<file path="src/rtl/iir_seq_pkg.sv">
// Shared types and constants for the IIR stream sequencer.
// State encoding, default sample width and Q20 test-tone values.
package iir_seq_pkg;

  localparam int DATA_W_DEF = 32;

  // Q20 fixed point: 1.0 = 2^20
  localparam int Q20_ONE = 1048576;

  // 6 kHz tone sampled at 48 kHz: sin(pi/4), sin(pi/2)
  localparam int TONE_A = 741455;
  localparam int TONE_B = 1048576;

  typedef enum logic [1:0] {
    IDLE,
    FLUSH,
    RUN,
    DRAIN
  } state_t;

endpackage

</file>
<file path="src/rtl/valid_delay_line.sv">
// DEPTH-stage 1-bit shift register with synchronous clear.
// Ports: clk, reset (sync, active-high), din, dout (din after DEPTH edges).
module valid_delay_line #(
  parameter int DEPTH = 4
) (
  input  logic clk,
  input  logic reset,
  input  logic din,
  output logic dout
);

  logic [DEPTH-1:0] sr;

  always_ff @(posedge clk) begin
    if (reset) begin
      sr <= '0;
    end else begin
      sr <= DEPTH'({sr, din});
    end
  end

  assign dout = sr[DEPTH-1];

endmodule

</file>
<file path="src/rtl/iir_stream_sequencer.sv">
// Sequencer for the pipelined_iir datapath: flush, stream, drain.
// Ports: clk/reset, start/stop pulses, s_* source handshake,
//   iir_reset/iir_x/iir_y filter side, m_valid/m_data result,
//   busy status and saturating underrun_cnt.
module iir_stream_sequencer
  import iir_seq_pkg::*;
#(
  parameter int DATA_W    = DATA_W_DEF,
  parameter int LATENCY   = 4,
  parameter int FLUSH_LEN = 16,
  parameter int UCNT_W    = 16
) (
  input  logic              clk,
  input  logic              reset,
  input  logic              start,
  input  logic              stop,
  input  logic              s_valid,
  input  logic [DATA_W-1:0] s_data,
  output logic              s_ready,
  output logic              iir_reset,
  output logic [DATA_W-1:0] iir_x,
  input  logic [DATA_W-1:0] iir_y,
  output logic              m_valid,
  output logic [DATA_W-1:0] m_data,
  output logic              busy,
  output logic [UCNT_W-1:0] underrun_cnt
);

  localparam int CNT_MAX =
    (FLUSH_LEN > LATENCY) ? FLUSH_LEN : LATENCY + 1;
  localparam int CNT_W = $clog2(CNT_MAX + 1);

  localparam logic [CNT_W-1:0] FLUSH_CNT =
    CNT_W'(FLUSH_LEN - 1);
  localparam logic [CNT_W-1:0] DRAIN_CNT =
    CNT_W'(LATENCY);

  state_t           state;
  logic [CNT_W-1:0] cnt;
  logic             x_tag;
  logic             tag_out;

  assign s_ready = (state == RUN);

  // x_tag rides alongside iir_x, so a LATENCY-deep
  // delay lines it up with the matching iir_y.
  valid_delay_line #(
    .DEPTH (LATENCY)
  ) u_tags (
    .clk   (clk),
    .reset (reset),
    .din   (x_tag),
    .dout  (tag_out)
  );

  always_ff @(posedge clk) begin
    if (reset) begin
      state        <= IDLE;
      cnt          <= '0;
      iir_reset    <= 1'b1;
      iir_x        <= '0;
      x_tag        <= 1'b0;
      m_valid      <= 1'b0;
      m_data       <= '0;
      busy         <= 1'b0;
      underrun_cnt <= '0;
    end else begin
      iir_x   <= '0;
      x_tag   <= 1'b0;
      m_valid <= tag_out;
      m_data  <= iir_y;
      unique case (state)
        IDLE: begin
          if (start && !stop) begin
            state        <= FLUSH;
            cnt          <= FLUSH_CNT;
            underrun_cnt <= '0;
            busy         <= 1'b1;
            iir_reset    <= 1'b0;
          end
        end
        FLUSH: begin
          if (stop) begin
            state     <= IDLE;
            busy      <= 1'b0;
            iir_reset <= 1'b1;
          end else if (cnt == '0) begin
            state <= RUN;
          end else begin
            cnt <= cnt - 1'b1;
          end
        end
        RUN: begin
          if (s_valid) begin
            iir_x <= s_data;
            x_tag <= 1'b1;
          end else if (underrun_cnt != '1) begin
            underrun_cnt <= underrun_cnt + 1'b1;
          end
          // the sample offered with stop is still taken
          if (stop) begin
            state <= DRAIN;
            cnt   <= DRAIN_CNT;
          end
        end
        DRAIN: begin
          if (cnt == '0) begin
            state     <= IDLE;
            busy      <= 1'b0;
            iir_reset <= 1'b1;
          end else begin
            cnt <= cnt - 1'b1;
          end
        end
      endcase
    end
  end

endmodule
</file>
<file path="config.mk">
export PLATFORM = sky130hd
export DESIGN_NAME = iir_stream_sequencer
export DESIGN_NICKNAME = d
export VERILOG_FILES = /design/src/rtl/iir_seq_pkg.sv /design/src/rtl/valid_delay_line.sv /design/src/rtl/iir_stream_sequencer.sv
export SDC_FILE = /design/constraint.sdc
export NUM_CORES = 1
export LEC_CHECK = 0
export CAP_MARGIN = 20
export CORE_MARGIN = 2
export CORE_UTILIZATION = 39
export CTS_BUF_LIST = sky130_fd_sc_hd__clkbuf_4
export DETAILED_ROUTE_END_ITERATION = 10
export PLACE_DENSITY_LB_ADDON = 0.12
export SETUP_SLACK_MARGIN = 0.2
export SKIP_CTS_REPAIR_TIMING = 1
export SLEW_MARGIN = 25
export SYNTH_ARGS = -nofsm -noshare
export SYNTH_HDL_FRONTEND = slang
export SYNTH_SLANG_ARGS = --single-unit
</file>
<file path="constraint.sdc">
create_clock -name clk -period 1.5 [get_ports clk]
set_input_delay 0.15 -clock clk [delete_from_list [all_inputs] [get_ports clk]]
set_output_delay 0.15 -clock clk [all_outputs]
set_load 0.02 [all_outputs]
</file>
* Word-level counts from Yosys, hierarchy flattened
Index checks and enable logic that the tools add are counted. W data, S select, Z words.
Word-level totals: word-level logic and storage cells 62, register bits 95, output and inout bits 84
Operators by class: mux-type cells 24, add/sub/neg operators 2, eq/ne operators 12, reductions and logical operators 12, bitwise gates (word level) 2
Operators with widths (number):
- $mux W16 | 3
- $pmux W16 S2 | 1
- $mux W5 | 4
- $pmux W5 S4 | 1
- $add A16 B1 Y16 const B | 1
- $ne A16 B16 Y1 const B | 1
- $ne A2 B2 Y1 const B | 6
- $reduce_and A4 Y1 | 3
- $mux W2 | 5
- $pmux W2 S4 | 1
- $mux W1 | 7
- $pmux W1 S3 | 2
- $logic_not A5 Y1 | 1
- $sub A5 B1 Y5 const B | 1
- $eq A2 B2 Y1 const B | 2
- $ne A3 B3 Y1 const B | 1
- $reduce_and A3 Y1 | 1
- $reduce_bool A3 Y1 | 1
- $reduce_or A3 Y1 | 1
- $eq A2 B1 Y1 const B | 1
- $logic_not A2 Y1 | 1
- $ne A2 B1 Y1 const B | 1
- $not A1 Y1 | 2
- $reduce_bool A2 Y1 | 1
- 3 further kinds | 3

* Depth between registers and ports, before layout
Gate-level depths: netlist of run 1.
word-level depth 4, depth in mapped cells 8, mapped depth without buffers 6

* Hierarchy
A second synthesis of run 1 with hierarchy kept.
Unflattened totals: cells, all modules 316, area, all modules 3200.6 um^2
By module, submodules not included:
- iir_stream_sequencer | seq. area each 1821.7 um^2, cells an instance 308, instances 1, area each 3095.5 um^2
- valid_delay_line | seq. area each 80.1 um^2, cells an instance 8, instances 1, area each 105.1 um^2

* Worst setup path after synthesis of run 1
OpenSTA, ideal clock, no wires.
path kind register to register, from register underrun_cnt[0], to register underrun_cnt[10], clock period less this slack 1825 ps, path buffers 0, data arrival time 1696 ps, setup slack -325 ps, data required time 1371 ps, setup time 129 ps, cell stages (with the launch flop) 6, path through dfxtp_1 ha_1 nand3_2 or4_1 a221oi_1 o22ai_1
On the way: cells in the longest elaborated chain, start to end 4, elaborated cells between the ends (all ways) 7
Ends and longest elaborated chain:
- start: declaration | line iir_stream_sequencer.sv:26 | output logic [UCNT_W-1:0] underrun_cnt
- start signal: assignment | line iir_stream_sequencer.sv:98 | underrun_cnt <= underrun_cnt + 1'b1;
- $add A16 B1 Y16 | line iir_stream_sequencer.sv:98
- $mux W16 | line iir_stream_sequencer.sv:97 | end else if (underrun_cnt != '1) begin
- $mux W16 | line iir_stream_sequencer.sv:94 | if (s_valid) begin
- $pmux W16 S2 | line iir_stream_sequencer.sv:72 | unique case (state)
Parallel ways exist; a longest one is shown, timed or not. The select of a mux whose other input is x is not followed. A chain may end at the register's enable or synchronous reset.

* Worst setup path after layout of run 1
Ends and elaborated chain as after synthesis.

==> results of run 1 <==
-- critical path: stages (launching register included) --
cell and delay [ns]:
dfxtp_4 0.39, ha_4 0.14, nand3_2 0.10, or4_4 0.50, a221oi_2 0.22, o22ai_1 0.11
-- cell type report --
type                    instances  area [um2]  share of cell area, %
inverters                       9        38.8                  0.614
multi-input cells             220        1850                   29.3
repair buffers                208        2220                   35.2
flip-flops and latches         95        1940                   30.7
clock buffers                   9        67.6                   1.07
clock inverters                 7        61.3                  0.971
well taps                     108         135                   2.14
-- through the flow --
stage	setup TNS (ns)	util, %
2_1_floorplan	-0.0950	-
3_3_place_gp	-2.84	62.2
3_5_place_dp	-2.93	62.2
4_1_cts	-8.42	63.7
5_1_grt	-0.682	72.1
6_report	-0.223	72.1
-- synth_stat cells (6+ instances only) --
master / n
a21oi_1: 10
a211oi_1: 6
nor2b_1: 40
nand2_1: 11
dfxtp_1: 95
inv_1: 8
nand2b_1: 12
nand3_1: 9
o31ai_1: 6
nor2_1: 8
and2_1: 35
clkbuf_1: 9
-- flip-flops by register name, summed over array words and instances (netlist names), named ones only --
register,count
state,1
busy,1
underrun_cnt,16
cnt,5
iir_reset,1
m_data,32
m_valid,1
iir_x,32
x_tag,1
u_tags.sr,4
-- cell families after synthesis --
family / Yosys count / synth area share (%)
and+or+nand+nor: 154 / 27.6
muxes: 2 / 0.564
adders and majority gates: 2 / 0.705
DFF: 95 / 53.6
buffers and inverters: 31 / 4.79
AOI/OAI and AO/OA: 61 / 12.8
-- worst max path at each step --
stage	depth (start not counted)	startpoint	slack [ns]	end
floorplan	5	underrun_cnt[1]$_SDFFE_PP0P_	-0.07	underrun_cnt[10]$_SDFFE_PP0P_
finish	5	underrun_cnt[0]$_SDFFE_PP0P_	-0.06	underrun_cnt[10]$_SDFFE_PP0P_
global placement	4	s_valid	-0.25	underrun_cnt[12]$_SDFFE_PP0P_
CTS	3	state[0]$_SDFFE_PP0P_	-0.46	s_ready
global route	5	underrun_cnt[0]$_SDFFE_PP0P_	-0.11	underrun_cnt[10]$_SDFFE_PP0P_
detailed placement	4	s_valid	-0.26	underrun_cnt[12]$_SDFFE_PP0P_
-- per-layer routing --
layer,track usage (%),wire length (um),vias up
met5,0,0,-
met4,6.32,177,0
met1,22.3,4170,1499
met3,7.24,742,15
li1,-,-,1598
met2,30.0,5340,116
-- power groups by stage --
stage / clock [mW] / combinational [mW] / sequential, mW
after floorplan: 0 / 0.256 / 2.75
after global placement: 0 / 0.677 / 2.68
after detailed placement: 0 / 0.683 / 2.68
after CTS: 1.37 / 0.687 / 2.63
after global routing: 1.49 / 0.858 / 2.64
final: 1.33 / 0.800 / 2.63
==> impl_results.md, run 1 <==
- First DRT Iteration DRCs: 118
- Die area: 9880 um2
- Tot Pwr: 4.75 mW
- DP Cell Count: approximately 600
- Antenna viol nets, final: 0
- Clock Path Buffers: 2
- Finished Cell Area: 6320 um2
- Sw Ratio: about 28%
- Most common cell after layout, fill and taps aside: dfxtp_1
- Clock power frac: between 20% and 30%
- WL final: 10,400 um
- Capturing point of the worst reg2reg path: underrun_cnt[10]$_SDFFE_PP0P_
- Logic pwr share: 16.8%
- Min Clock Period, post-route: 1.56 ns
- Antenna violations before repair: 0
- FP Rows: 34
- H-tree depth: 3
- # IOs: 153
- Endpoint type of the worst setup path: flip-flop
- Worst hold endpoint: underrun_cnt[12]$_SDFFE_PP0P_
- CP required: between 1.5 and 2 ns
- Min-delay src: reset
- Seq/Total Area, Yosys: 53.6%
- Pre-CTS setup slack: -0.256 ns
- Most frequent cells in the layout: dfxtp_1 (76), dlymetal6s2s_1 (70), clkdlybuf4s50_1 (67), nor2b_1 (39), buf_4 (39)
- Drt pass-1 iters: 4
- First-pass GRT wire length: 14,400 um
- Least-Margin Pin Slew: 0.351 ns
- CTS Root Cell: clkbuf_4
- RSZ-0062 raised after global routing: yes
- CP Launch Type: flip-flop
- Net Count, Synth: 416
- Final HPWL DP: 6810 um
- CTS Sinks: 95
- Synth Register Bits: 95
- Int Pwr: 3.44 mW
- WP data arrival: between 1.5 and 2 ns
- Ant. Diodes: 0
- Total track usage: a little under a fifth
- TritonCTS buffer count: 9
- Finished Layout Cells: 656
- Port bufs: 152
- Lkg Pwr: 3.52 nW
- P&R area growth vs syn: 77.9%
- Crit Path Category: flip-flop to flip-flop
- Count of cell types in the netlist: 59
- Async S/R FF share, synth: 0%
- Cell taking the most area after synthesis: dfxtp_1
- Max_cap viols: 0
- Fill count: approximately 640
- Reg2Reg Launch Point: underrun_cnt[0]$_SDFFE_PP0P_
- Cell area after synthesis: 3550 um2
- Worst Slack Setup Final: -0.0633 ns
- CP Max Fanout: 3
- DIE WIDTH: 99.4 um
- Insertion delay to the later sink of the worst-skew pair: 0.42 ns
- Avg Synthesized Cell Area: 10.3 um2
- Reg2reg setup slack: -0.06 ns
- Violated checks: negative setup slack
- PD cells: between 700 and 800 nW/um2
- Number of cells on the worst hold path: 2
- Switching pwr: 1.31 mW
- Die span in y: 99.4 um
- Share of layout cells above drive strength 1: 35.6%
- Core Area: 8760 um2
- Vias in the first global route: 2,893
- Max IR drop VDD: 0.000495 V
- Routability cong.: 0.820
- DRC: 0
- Slew Limit Headroom: 76.6%
- Vias after detailed routing: 3,228
- Via/cell ratio: ~4.9
- Synth Warn #: 0
- Post-synth EDFFs: 0
- Post-Place Cell Area: 5450 um2
- Pin count of the biggest net entering global routing: 34
- Clk slew on worst S/H paths: 0.17 ns
- Final worst path period share: 104%
- Area contributors post-synth: dfxtp_1 (54%), nor2b_1 (7.0%), and2_1 (6.2%)
- Syn Inst Count: 345
- Layout Nets: between 600 and 700
- Status: finished, violations left
- CTS tree: done
- Hold crit path type: primary input to flip-flop
- Final Slew Violations: 0
- Reg2reg path depth: 5
- Hold_ws: around 0.12 ns
- DR WL/cell: 15.9 um
- Gr ovfl total: 0
- Post-synth top area share: 53.6%
- # setup viols final: 8
- Sequential power share: 55.3%
- Hold Fails Final Rpt: 0
- Fmax: 640 MHz
- Final setup skew: 0.0198 ns
- Post-synth top flop: dfxtp_1
- Initial Util: 40.5%
(Power assumes the default switching activity.)
==> run 2, diff against run 1 <==
- CORE_UTILIZATION: 39 -> 35
- SLEW_MARGIN: 25 -> unset
==> run 2 against run 1 <==
Effect of this change: the run still ends with negative setup slack left; sequential share of layout area fell by 0.20 points; die area increased by 11%; critical endpoint unchanged; maximum frequency rose by 0.12%; first-iteration DRC count rose by 11%; power grew 4.0%; worst hold slack gained 0.069 ns; non-clock buffer count is 9 lower; clock skew up 0.0016 ns.
==> impl_results.md, run 2 (synthesized netlist as in run 1, its figures left out) <==
- Share of layout cells above drive strength 1: 34.7% (-0.89 points)
- Hold crit path type: primary input to flip-flop
- Ant. Diodes: 0 (unchanged)
- DIE WIDTH: 105 um (+5.3%)
- FP Rows: 36 (+5.9%)
- CP Max Fanout: 4 (+1)
- Lkg Pwr: 3.47 nW (-1.3%)
- Fmax: 640 MHz (+0.12%)
- Die span in y: 105 um (+5.3%)
- CTS Root Cell: clkbuf_4
- Initial Util: 36.1% (-4.4 points)
- Max_cap viols: 0 (unchanged)
- Clock Path Buffers: 2 (unchanged)
- Min Clock Period, post-route: 1.56 ns (-0.00190 ns)
- TritonCTS buffer count: 9 (unchanged)
- Vias in the first global route: 3,110 (+7.5%)
- H-tree depth: 3 (unchanged)
- Vias after detailed routing: 3,281 (+1.6%)
- Post-Place Cell Area: 5480 um2 (+0.48%)
- Gr ovfl total: 0 (unchanged)
- Clk slew on worst S/H paths: 0.16 ns (about the same)
- Hold_ws: 0.193 ns (+0.0686 ns)
- Fill count: 787 (+22%)
- Insertion delay to the later sink of the worst-skew pair: 0.45 ns (+0.03 ns)
- Final core occ: 64.9% (-7.2 points)
- CP required: 1.83 ns (about the same)
- Hold Fails Final Rpt: 0 (unchanged)
- Endpoint type of the worst setup path: flip-flop
- CP Launch Type: flip-flop
- Die area: 11,000 um2 (+11%)
- Least-Margin Pin Slew: 0.503 ns (+0.152 ns)
- Most common cell after layout, fill and taps aside: dfxtp_1
- Worst Slack Setup Final: -0.0614 ns (+0.00190 ns)
- Violated checks: negative setup slack
- Slowest CP cell: or4_4
- Antenna viol nets, final: 0 (unchanged)
- P&R area growth vs syn: 79.6%
- Core Area: 9820 um2 (+12%)
- Antenna violations before repair: 0 (unchanged)
- Final setup skew: 0.0215 ns (+0.00163 ns)
- Final worst path period share: 104% (-0.13 points)
- RSZ-0062 raised after global routing: yes
- FF+latch area: 1950 um2 (+0.26%)
- Crit Path Category: flip-flop to flip-flop
- DR WL/cell: 15.9 um (about the same)
- Crit path cell chain: ha_4 > nand3_4 > or4_4 > a221oi_2 > o22ai_1
- First-pass GRT wire length: 15,100 um (+5.3%)
- WP data arrival: 1.89 ns (about the same)
- # IOs: 153 (unchanged)
- Largest registers: iir_x x32, m_data x32, underrun_cnt x16
- Finished Cell Area: 6370 um2 (+0.93%)
- Final Slew Violations: 0 (unchanged)
- Routability cong.: 0.804 (-1.9%)
- CTS Sinks: 95 (unchanged)
- Status: finished, violations left
- Tot Pwr: 4.94 mW (+4.0%)
- First DRT Iteration DRCs: 131 (+11%)
- Area of the multi-input gates: 1880 um2 (+1.6%)
- Final HPWL DP: 7090 um (+4.1%)
- WL final: 10,700 um (+2.5%)
- DRC: 0 (unchanged)
- Port bufs: 152 (unchanged)
- Pin count of the biggest net entering global routing: 34 (unchanged)
- Slew Limit Headroom: 66.5% (-10 points)
- Layout Nets: 605 (-1.5%)
- Largest stage delay, worst path: 0.44 ns (-0.06 ns)
- Most frequent cells in the layout: dfxtp_1 (76), dlymetal6s2s_1 (69), clkdlybuf4s50_1 (67), nor2b_1 (39), and2_4 (33)
- # setup viols final: 8 (unchanged)
- PD cells: 775 nW/um2 (+3.0%)
- CTS tree: done
- Total track usage: 17.2% (-1.2 points)
- Via/cell ratio: 4.88 (-0.78%)
- Max IR drop VDD: 0.000533 V (+7.6%)
- Drt pass-1 iters: 4 (unchanged)
-- run 2: changes by cell type in the layout (fill, tap and decap cells not counted), sizes merged --
cell	previous run	this run
buf	61	49
bufinv	0	1
clkbuf	19	24
clkinv	2	3
dlymetal6s2s	70	69
inv	14	11
-- run 2: final cells by class --
cell class              count  share of cell area (%)
multi-input cells         220                    29.4
inverters                   9                   0.530
clock inverters             6                    1.24
repair buffers            199                    34.5
clock buffers              10                    1.18
well taps                 133                    2.61
flip-flops and latches     95                    30.5
-- run 2: layer usage --
metal  wire [um]  part of all wire [%]  GRT usage [%]
met1        4050                    38           19.7
met2        5660                    53           29.5
met3         810                   7.6           6.49
met4         173                   1.6           6.29
met5           0                     0              0
-- run 2: per-stage QoR --
| step | TNS, ns | worst slack (ns) | instances |
|---|---|---|---|
| floorplan | -0.0950 | -0.0679 | 345 |
| global placement | -2.14 | -0.194 | 636 |
| detailed placement | -2.68 | -0.216 | 636 |
| CTS | -8.16 | -0.453 | 652 |
| global route | -1.12 | -0.148 | 672 |
| finish | -0.234 | -0.0614 | 672 |
-- run 2: critical path, delay by kind of cell, from the launching register on --
| family | cells | cell delay (ns) |
|---|---|---|
| AND/OR/NAND/NOR | 2 | 0.55 |
| flip-flops | 1 | 0.39 |
| AO/OA/AOI/OAI | 2 | 0.36 |
| adder cells (fa/ha/maj) | 1 | 0.15 |
-- run 2: power breakdown --
group	switching (mW)	internal [mW]
combinational	0.351	0.488
sequential	0.0339	2.59
clock	0.920	0.561
-- run 2: path summary, 6_finish.rpt --
path,cells after the start,end,slack [ns],from
max,5,underrun_cnt[10]$_SDFFE_PP0P_,-0.06,underrun_cnt[1]$_SDFFE_PP0P_
min,2,underrun_cnt[8]$_SDFFE_PP0P_,0.19,reset
max reg2reg,5,underrun_cnt[10]$_SDFFE_PP0P_,-0.06,underrun_cnt[1]$_SDFFE_PP0P_
min reg2reg,1,m_valid$_SDFF_PP0_,0.45,u_tags.sr[3]$_SDFF_PP0_
